--- config.mk ---
export PLATFORM = sky130hd
export DESIGN_NAME = vga_sync_gen
export DESIGN_NICKNAME = d
export VERILOG_FILES = /design/src/rtl/vga_timing_pkg.sv /design/src/rtl/vga_axis_counter.sv /design/src/rtl/vga_sync_gen.sv
export SDC_FILE = /design/constraint.sdc
export NUM_CORES = 1
export LEC_CHECK = 0
export BUFFER_PORTS_ARGS = -buffer_cell sky130_fd_sc_hd__buf_2
export CORE_MARGIN = 10
export CORE_UTILIZATION = 45
export CTS_CLUSTER_SIZE = 10
export DETAILED_ROUTE_END_ITERATION = 8
export GPL_TIMING_DRIVEN = 0
export PLACE_DENSITY_LB_ADDON = 0.08
export SLEW_MARGIN = 0
export SYNTH_ARGS = -nofsm -noshare
export SYNTH_HDL_FRONTEND = slang
export SYNTH_HIERARCHICAL = 1
export SYNTH_SLANG_ARGS = --single-unit
--- constraint.sdc ---
create_clock -name Clck_in -period 3 [get_ports Clck_in]
set_input_delay 0.15 -clock Clck_in [delete_from_list [all_inputs] [get_ports Clck_in]]
set_output_delay 0.15 -clock Clck_in [all_outputs]
set_load 0.03 [all_outputs]
--- src/rtl/vga_timing_pkg.sv ---
// 640x480@60 VGA timing constants and shared types for vga_sync_gen.
package vga_timing_pkg;

    localparam int CNT_W = 10;

    localparam int H_VISIBLE_DEF = 640;
    localparam int H_FRONT_DEF   = 16;
    localparam int H_SYNC_DEF    = 96;
    localparam int H_BACK_DEF    = 48;

    localparam int V_VISIBLE_DEF = 480;
    localparam int V_FRONT_DEF   = 10;
    localparam int V_SYNC_DEF    = 2;
    localparam int V_BACK_DEF    = 33;

    localparam int H_TOTAL = H_VISIBLE_DEF + H_FRONT_DEF + H_SYNC_DEF + H_BACK_DEF;
    localparam int V_TOTAL = V_VISIBLE_DEF + V_FRONT_DEF + V_SYNC_DEF + V_BACK_DEF;

    localparam int H_SYNC_START = H_VISIBLE_DEF + H_FRONT_DEF;
    localparam int H_SYNC_END   = H_SYNC_START + H_SYNC_DEF;
    localparam int V_SYNC_START = V_VISIBLE_DEF + V_FRONT_DEF;
    localparam int V_SYNC_END   = V_SYNC_START + V_SYNC_DEF;

    typedef logic [CNT_W-1:0] cnt_t;

    typedef struct packed {
        logic hsync_n;
        logic vsync_n;
        logic video_on;
    } sync_t;

    localparam sync_t SYNC_RST = '{hsync_n: 1'b1, vsync_n: 1'b1, video_on: 1'b0};

    function automatic cnt_t to_cnt(input int v);
        return cnt_t'(v);
    endfunction

endpackage

--- src/rtl/vga_axis_counter.sv ---
// One VGA axis: wrapping position counter plus look-ahead sync/visible flags
// derived from the value the counter will hold after this edge.
module vga_axis_counter
    import vga_timing_pkg::*;
#(
    parameter int VISIBLE = H_VISIBLE_DEF,
    parameter int FRONT   = H_FRONT_DEF,
    parameter int SYNC    = H_SYNC_DEF,
    parameter int BACK    = H_BACK_DEF
) (
    input  logic clk,
    input  logic rst,
    input  logic en,
    output cnt_t count,
    output cnt_t next_count,
    output logic wrap,
    output logic sync_n_next,
    output logic visible_next
);

    localparam int   TOTAL      = VISIBLE + FRONT + SYNC + BACK;
    localparam cnt_t LAST       = to_cnt(TOTAL - 1);
    localparam cnt_t SYNC_START = to_cnt(VISIBLE + FRONT);
    localparam cnt_t SYNC_END   = to_cnt(VISIBLE + FRONT + SYNC);
    localparam cnt_t VIS_END    = to_cnt(VISIBLE);

    cnt_t r_count;
    cnt_t w_next;
    logic w_at_last;

    assign w_at_last = (r_count == LAST);
    assign wrap      = en & w_at_last;

    always_comb begin
        w_next = r_count;
        if (en) begin
            w_next = w_at_last ? '0 : r_count + cnt_t'(1);
        end
    end

    always_ff @(posedge clk) begin
        if (rst) begin
            r_count <= '0;
        end else begin
            r_count <= w_next;
        end
    end

    assign count        = r_count;
    assign next_count   = w_next;
    assign sync_n_next  = !((w_next >= SYNC_START) && (w_next < SYNC_END));
    assign visible_next = (w_next < VIS_END);

endmodule

--- src/rtl/vga_sync_gen.sv ---
// 640x480@60 VGA sync generator clocked at 50 MHz, advancing on pixel_tick.
// Define VGA_FRAME_CNT_EN to add the 8-bit frame_cnt output.
module vga_sync_gen
    import vga_timing_pkg::*;
#(
    parameter int H_VISIBLE = H_VISIBLE_DEF,
    parameter int H_FRONT   = H_FRONT_DEF,
    parameter int H_SYNC    = H_SYNC_DEF,
    parameter int H_BACK    = H_BACK_DEF,
    parameter int V_VISIBLE = V_VISIBLE_DEF,
    parameter int V_FRONT   = V_FRONT_DEF,
    parameter int V_SYNC    = V_SYNC_DEF,
    parameter int V_BACK    = V_BACK_DEF
) (
    input  logic             Clck_in,
    input  logic             reset_Clock,
    input  logic             pixel_tick,
    output logic             hsync,
    output logic             vsync,
    output logic             video_on,
    output logic [CNT_W-1:0] pixel_x,
    output logic [CNT_W-1:0] pixel_y,
    output logic             frame_start
`ifdef VGA_FRAME_CNT_EN
   ,output logic [7:0]       frame_cnt
`endif
);

    cnt_t  w_h_cnt;
    cnt_t  w_h_next;
    cnt_t  w_v_cnt;
    cnt_t  w_v_next;
    logic  w_h_wrap;
    logic  w_v_wrap;
    logic  w_hs_n;
    logic  w_vs_n;
    logic  w_h_vis;
    logic  w_v_vis;
    logic  w_unused;
    sync_t w_sync_next;
    sync_t r_sync;
    logic  r_frame_start;

    vga_axis_counter #(
        .VISIBLE (H_VISIBLE),
        .FRONT   (H_FRONT),
        .SYNC    (H_SYNC),
        .BACK    (H_BACK)
    ) u_h_axis (
        .clk          (Clck_in),
        .rst          (reset_Clock),
        .en           (pixel_tick),
        .count        (w_h_cnt),
        .next_count   (w_h_next),
        .wrap         (w_h_wrap),
        .sync_n_next  (w_hs_n),
        .visible_next (w_h_vis)
    );

    // The vertical axis steps only when the line ends.
    vga_axis_counter #(
        .VISIBLE (V_VISIBLE),
        .FRONT   (V_FRONT),
        .SYNC    (V_SYNC),
        .BACK    (V_BACK)
    ) u_v_axis (
        .clk          (Clck_in),
        .rst          (reset_Clock),
        .en           (w_h_wrap),
        .count        (w_v_cnt),
        .next_count   (w_v_next),
        .wrap         (w_v_wrap),
        .sync_n_next  (w_vs_n),
        .visible_next (w_v_vis)
    );

    assign w_unused = ^{w_h_next, w_v_next};

    always_comb begin
        w_sync_next          = SYNC_RST;
        w_sync_next.hsync_n  = w_hs_n;
        w_sync_next.vsync_n  = w_vs_n;
        w_sync_next.video_on = w_h_vis & w_v_vis;
    end

    always_ff @(posedge Clck_in) begin
        if (reset_Clock) begin
            r_sync        <= SYNC_RST;
            r_frame_start <= 1'b0;
        end else begin
            r_sync        <= w_sync_next;
            r_frame_start <= w_v_wrap;
        end
    end

    assign hsync       = r_sync.hsync_n;
    assign vsync       = r_sync.vsync_n;
    assign video_on    = r_sync.video_on;
    assign pixel_x     = w_h_cnt;
    assign pixel_y     = w_v_cnt;
    assign frame_start = r_frame_start;

`ifdef VGA_FRAME_CNT_EN
    logic [7:0] r_frame_cnt;

    // Counts on the same edge that raises frame_start.
    always_ff @(posedge Clck_in) begin
        if (reset_Clock) begin
            r_frame_cnt <= 8'd0;
        end else if (w_v_wrap) begin
            r_frame_cnt <= r_frame_cnt + 8'd1;
        end
    end

    assign frame_cnt = r_frame_cnt;
`endif

endmodule

* After elaboration in Yosys (flattened, before gate mapping)
Index checks and enable logic that the tools add are counted.
Storage, ports and cells: bits in registers 24, logic and storage cells 27, output and inout port bits 24
Operators by class: order comparisons 6, reductions and logical operators 4, bitwise logic cells 3, $add $sub $neg 2, eq/ne operators 2, muxes and demuxes 4
Operators with widths (count):
- 10-bit 2-to-1 mux | 4
- 10-bit by 1-bit adder with 10-bit output, second input constant | 2
- 10-bit equality test, second input constant | 2
- 10-bit less-than comparator, second input constant | 2
- 10-bit by 9-bit less-than comparator with 1-bit output, second input constant | 2
- 10-bit >= comparator, second input constant | 1
- 10-bit by 9-bit >= comparator with 1-bit output, second input constant | 1
- 1-bit AND | 3
- 1-bit logical AND | 2
- 1-bit logical NOT | 2

* Logic depth before layout (Yosys ltp)
word-level depth 6, depth in mapped cells 10, gate-level depth less buffers 8

* Cells and area by module
The synthesis kept the hierarchy.
By module, submodules not included:
- vga_axis_counter (u_v_axis) | area each 671.9 um2, cells an instance 78, times used 1, seq. area each 200.2 um2
- vga_axis_counter (u_h_axis) | area each 608.1 um2, cells an instance 76, times used 1, seq. area each 200.2 um2
- vga_sync_gen | area each 107.6 um2, cells an instance 8, times used 1, seq. area each 80.1 um2

* Least setup slack after synthesis
Ideal clock, no wire load.
path type reg2reg, start point reg u_h_axis.r_count[0], in the netlist u_h_axis/count[0], end point reg r_sync (netlist bit vsync), arrival 2762 ps, period minus slack after synthesis 2882 ps, stages on the path, launching flop included 10, setup slack 118 ps, setup time 120 ps, path through dfxtp_1 > ha_1 > nand4_2 > nor2_1 > buf_2 > nand3_4 > or3_4 > a2111oi_4 > o2111ai_1 > or2_1
RTL lines:
- from (decl) | line vga_axis_counter.sv:27 | cnt_t r_count;
- from (signal assigned) | line vga_axis_counter.sv:45 | r_count <= w_next;
- to (signal assigned) | line vga_sync_gen.sv:91 | r_sync <= w_sync_next;
- to (decl) | line vga_sync_gen.sv:41 | sync_t r_sync;

==> flow_metrics.env <==
export IMPL_path_clk_slew_ns=0.13
export IMPL_p_switching_mw=0.115
export IMPL_dr_pass1_iters=4
export IMPL_cts_hold_buffers=0
export IMPL_drt_total_wl_mm=2.90
export IMPL_drc=0
export IMPL_arrival_ns=3.01
export IMPL_clock_root_buffer="clkbuf_4"
export IMPL_cp_end_kind="flop"
export IMPL_period_needed_ns=2.79
export IMPL_gr_total_overflow=0
export IMPL_power_frac_clock=0.400
export IMPL_seqPwrFrac=0.561
export IMPL_holdWs_ns=0.0460
export IMPL_yosys_warnings=6
export IMPL_cap_violations=0
export IMPL_drtIter0Drc=55
export IMPL_layout_area_overhead_vs_synth_pct=16.8
export IMPL_status="complete, no violations"
export IMPL_relSlewSlack=0.692
export IMPL_die_h_um=75
export IMPL_start_util=0.481
export IMPL_grt_pass1_wl_mm=4.86
export IMPL_grt_max_degree=15
export IMPL_final_cells=216
export IMPL_nNetsFinal=192
export IMPL_crit_path_start_kind="flop"
export IMPL_finalHoldViolCount=0
export IMPL_min_path_cells=2
export IMPL_cts_buffer_depth=2
export IMPL_viasPerCell=5.25
export IMPL_final_setup_tns_ns=0
export IMPL_ir_drop_mv=0.195
export IMPL_crit_fanout=9
export IMPL_cts_buffers=3
export IMPL_rsz0062_at_grt="false"
export IMPL_layout_drive_gt1_share=0.249
export IMPL_worst_slew_pin_slew_ns=0.463
export IMPL_cts_tree="built"
export IMPL_core_area_sq_mm=0.00283
export IMPL_pwr_density_cell_mw_per_mm2=364
export IMPL_hp_class="in2reg"
export IMPL_timing_fmax_ghz=0.358
export IMPL_maxSlewViolCount=0
export IMPL_syn_cell_area_sq_mm=0.00136
export IMPL_place_congestion=0.886
export IMPL_crit_type="reg2reg"
export IMPL_ios=27
export IMPL_leakagePower_nw=0.649
export IMPL_grt_antenna_before_repair=0
export IMPL_fin_worst_skew_ns=0.00277
export IMPL_switching_share=0.199
export IMPL_post_drt_wl_per_cell_um=13.4
export IMPL_syn_nets=161
export IMPL_cp_required_ns=3.22
export IMPL_p_total_mw=0.579
export IMPL_ff2ff_path_depth=10
export IMPL_die_area_sq_mm=0.00563
export IMPL_grt_pass1_vias=1010
export IMPL_rows=19
export IMPL_dp_cells=212
export IMPL_setup_viol=0
export IMPL_dp_hpwl_mm=2.21
export IMPL_diodes=0
export IMPL_grt_use_total=0.108
export IMPL_ant_nets=0
export IMPL_io_buffers=26
export IMPL_p_int_mw=0.464
export IMPL_avgSynthCellArea_sq_um=8.78
export IMPL_finalCritPeriodShare=0.931
export IMPL_synthCells=155
export IMPL_die_x_um=75
export IMPL_p_comb_frac=0.039
export IMPL_vias=1133
export IMPL_h_tree_depth=1
export IMPL_cts_sinks=24
export IMPL_clock_latency_ns=0.31
-- power by group through the flow --
stage          clock network, mW  logic [mW]  registers, mW
2_1_floorplan                  0     0.00938          0.337
3_3_place_gp                   0      0.0231          0.332
3_5_place_dp                   0      0.0232          0.332
4_1_cts                    0.243      0.0232          0.325
5_1_grt                    0.258      0.0251          0.326
6_report                   0.231      0.0228          0.325
-- sequential cells by signal (all words and copies together), names as in the netlist --
| name | cells |
|---|---|
| u_v_axis/count | 10 |
| frame_start | 1 |
| hsync | 1 |
| u_h_axis/count | 10 |
| video_on | 1 |
| vsync | 1 |
-- layout by cell type (no fill, tap or decap), types with 2 or more instances in the layout --
| master | n |
|---|---|
| nand3_1 | 2 |
| ha_1 | 3 |
| buf_2 | 30 |
| mux2i_1 | 3 |
| nor2_1 | 10 |
| nand4_1 | 7 |
| or2_1 | 2 |
| xnor2_1 | 8 |
| buf_1 | 2 |
| inv_1 | 5 |
| dfxtp_1 | 24 |
| nand2_1 | 13 |
| nor4_1 | 3 |
| a21oi_1 | 2 |
| nor3_1 | 12 |
| nor2b_1 | 13 |
| xor2_1 | 9 |
| o21ai_0 | 5 |
| clkbuf_4 | 3 |
-- worst max-delay path, stage by stage, from the launching register on --
cell	delay (ns)
dfxtp_1	0.33
clkbuf_1	0.20
and4b_1	0.33
nand2_1	0.15
nor2_4	0.18
buf_2	0.24
nand3_4	0.12
or3_4	0.36
a2111oi_4	0.40
o2111ai_1	0.17
or2_1	0.23
-- cell type report --
| class | instances | area, sq um |
|---|---|---|
| Clock buffer | 3 | 22.5 |
| Clock inverter | 1 | 30.0 |
| Tap cell | 31 | 38.8 |
| Fill cell | 273 | 1240 |
| Inverter | 6 | 22.5 |
| Multi-Input combinational cell | 117 | 827 |
| Sequential cell | 24 | 480 |
| Buffer | 8 | 38.8 |
| Timing Repair Buffer | 26 | 130 |
-- through the flow --
stage | area [sq um] | worst slack (ns) | util
after floorplan | 1360 | 0.200 | -
after global placement | 1530 | 0.0776 | 0.541
after detailed placement | 1530 | 0.0963 | 0.541
after CTS | 1580 | 0.0643 | 0.559
after global routing | 1590 | 0.0358 | 0.562
final | 1590 | 0.207 | 0.562
-- worst paths after layout --
check                    startpoint                end  slack, ns
setup reg to reg  u_h_axis/count[7]              vsync       0.21
hold / removal          reset_Clock        frame_start       0.05
hold reg to reg   u_v_axis/count[0]  u_v_axis/count[0]       0.61
setup / recovery  u_h_axis/count[7]              vsync       0.21
-- repair_timing --
item | CTS | global route
resized for setup | 0 | 2
setup endpoints to repair | 0 | 1
setup buffers | 0 | 0
-- routing by layer --
metal	vias up	GRT usage	share of wire
met1	511	0.159	0.55
met2	20	0.149	0.40
li1	600	-	-
met3	2	0.0223	0.051
met5	-	0	0
met4	0	0.0378	0.0055
Power figures use the tool's default switching activity.
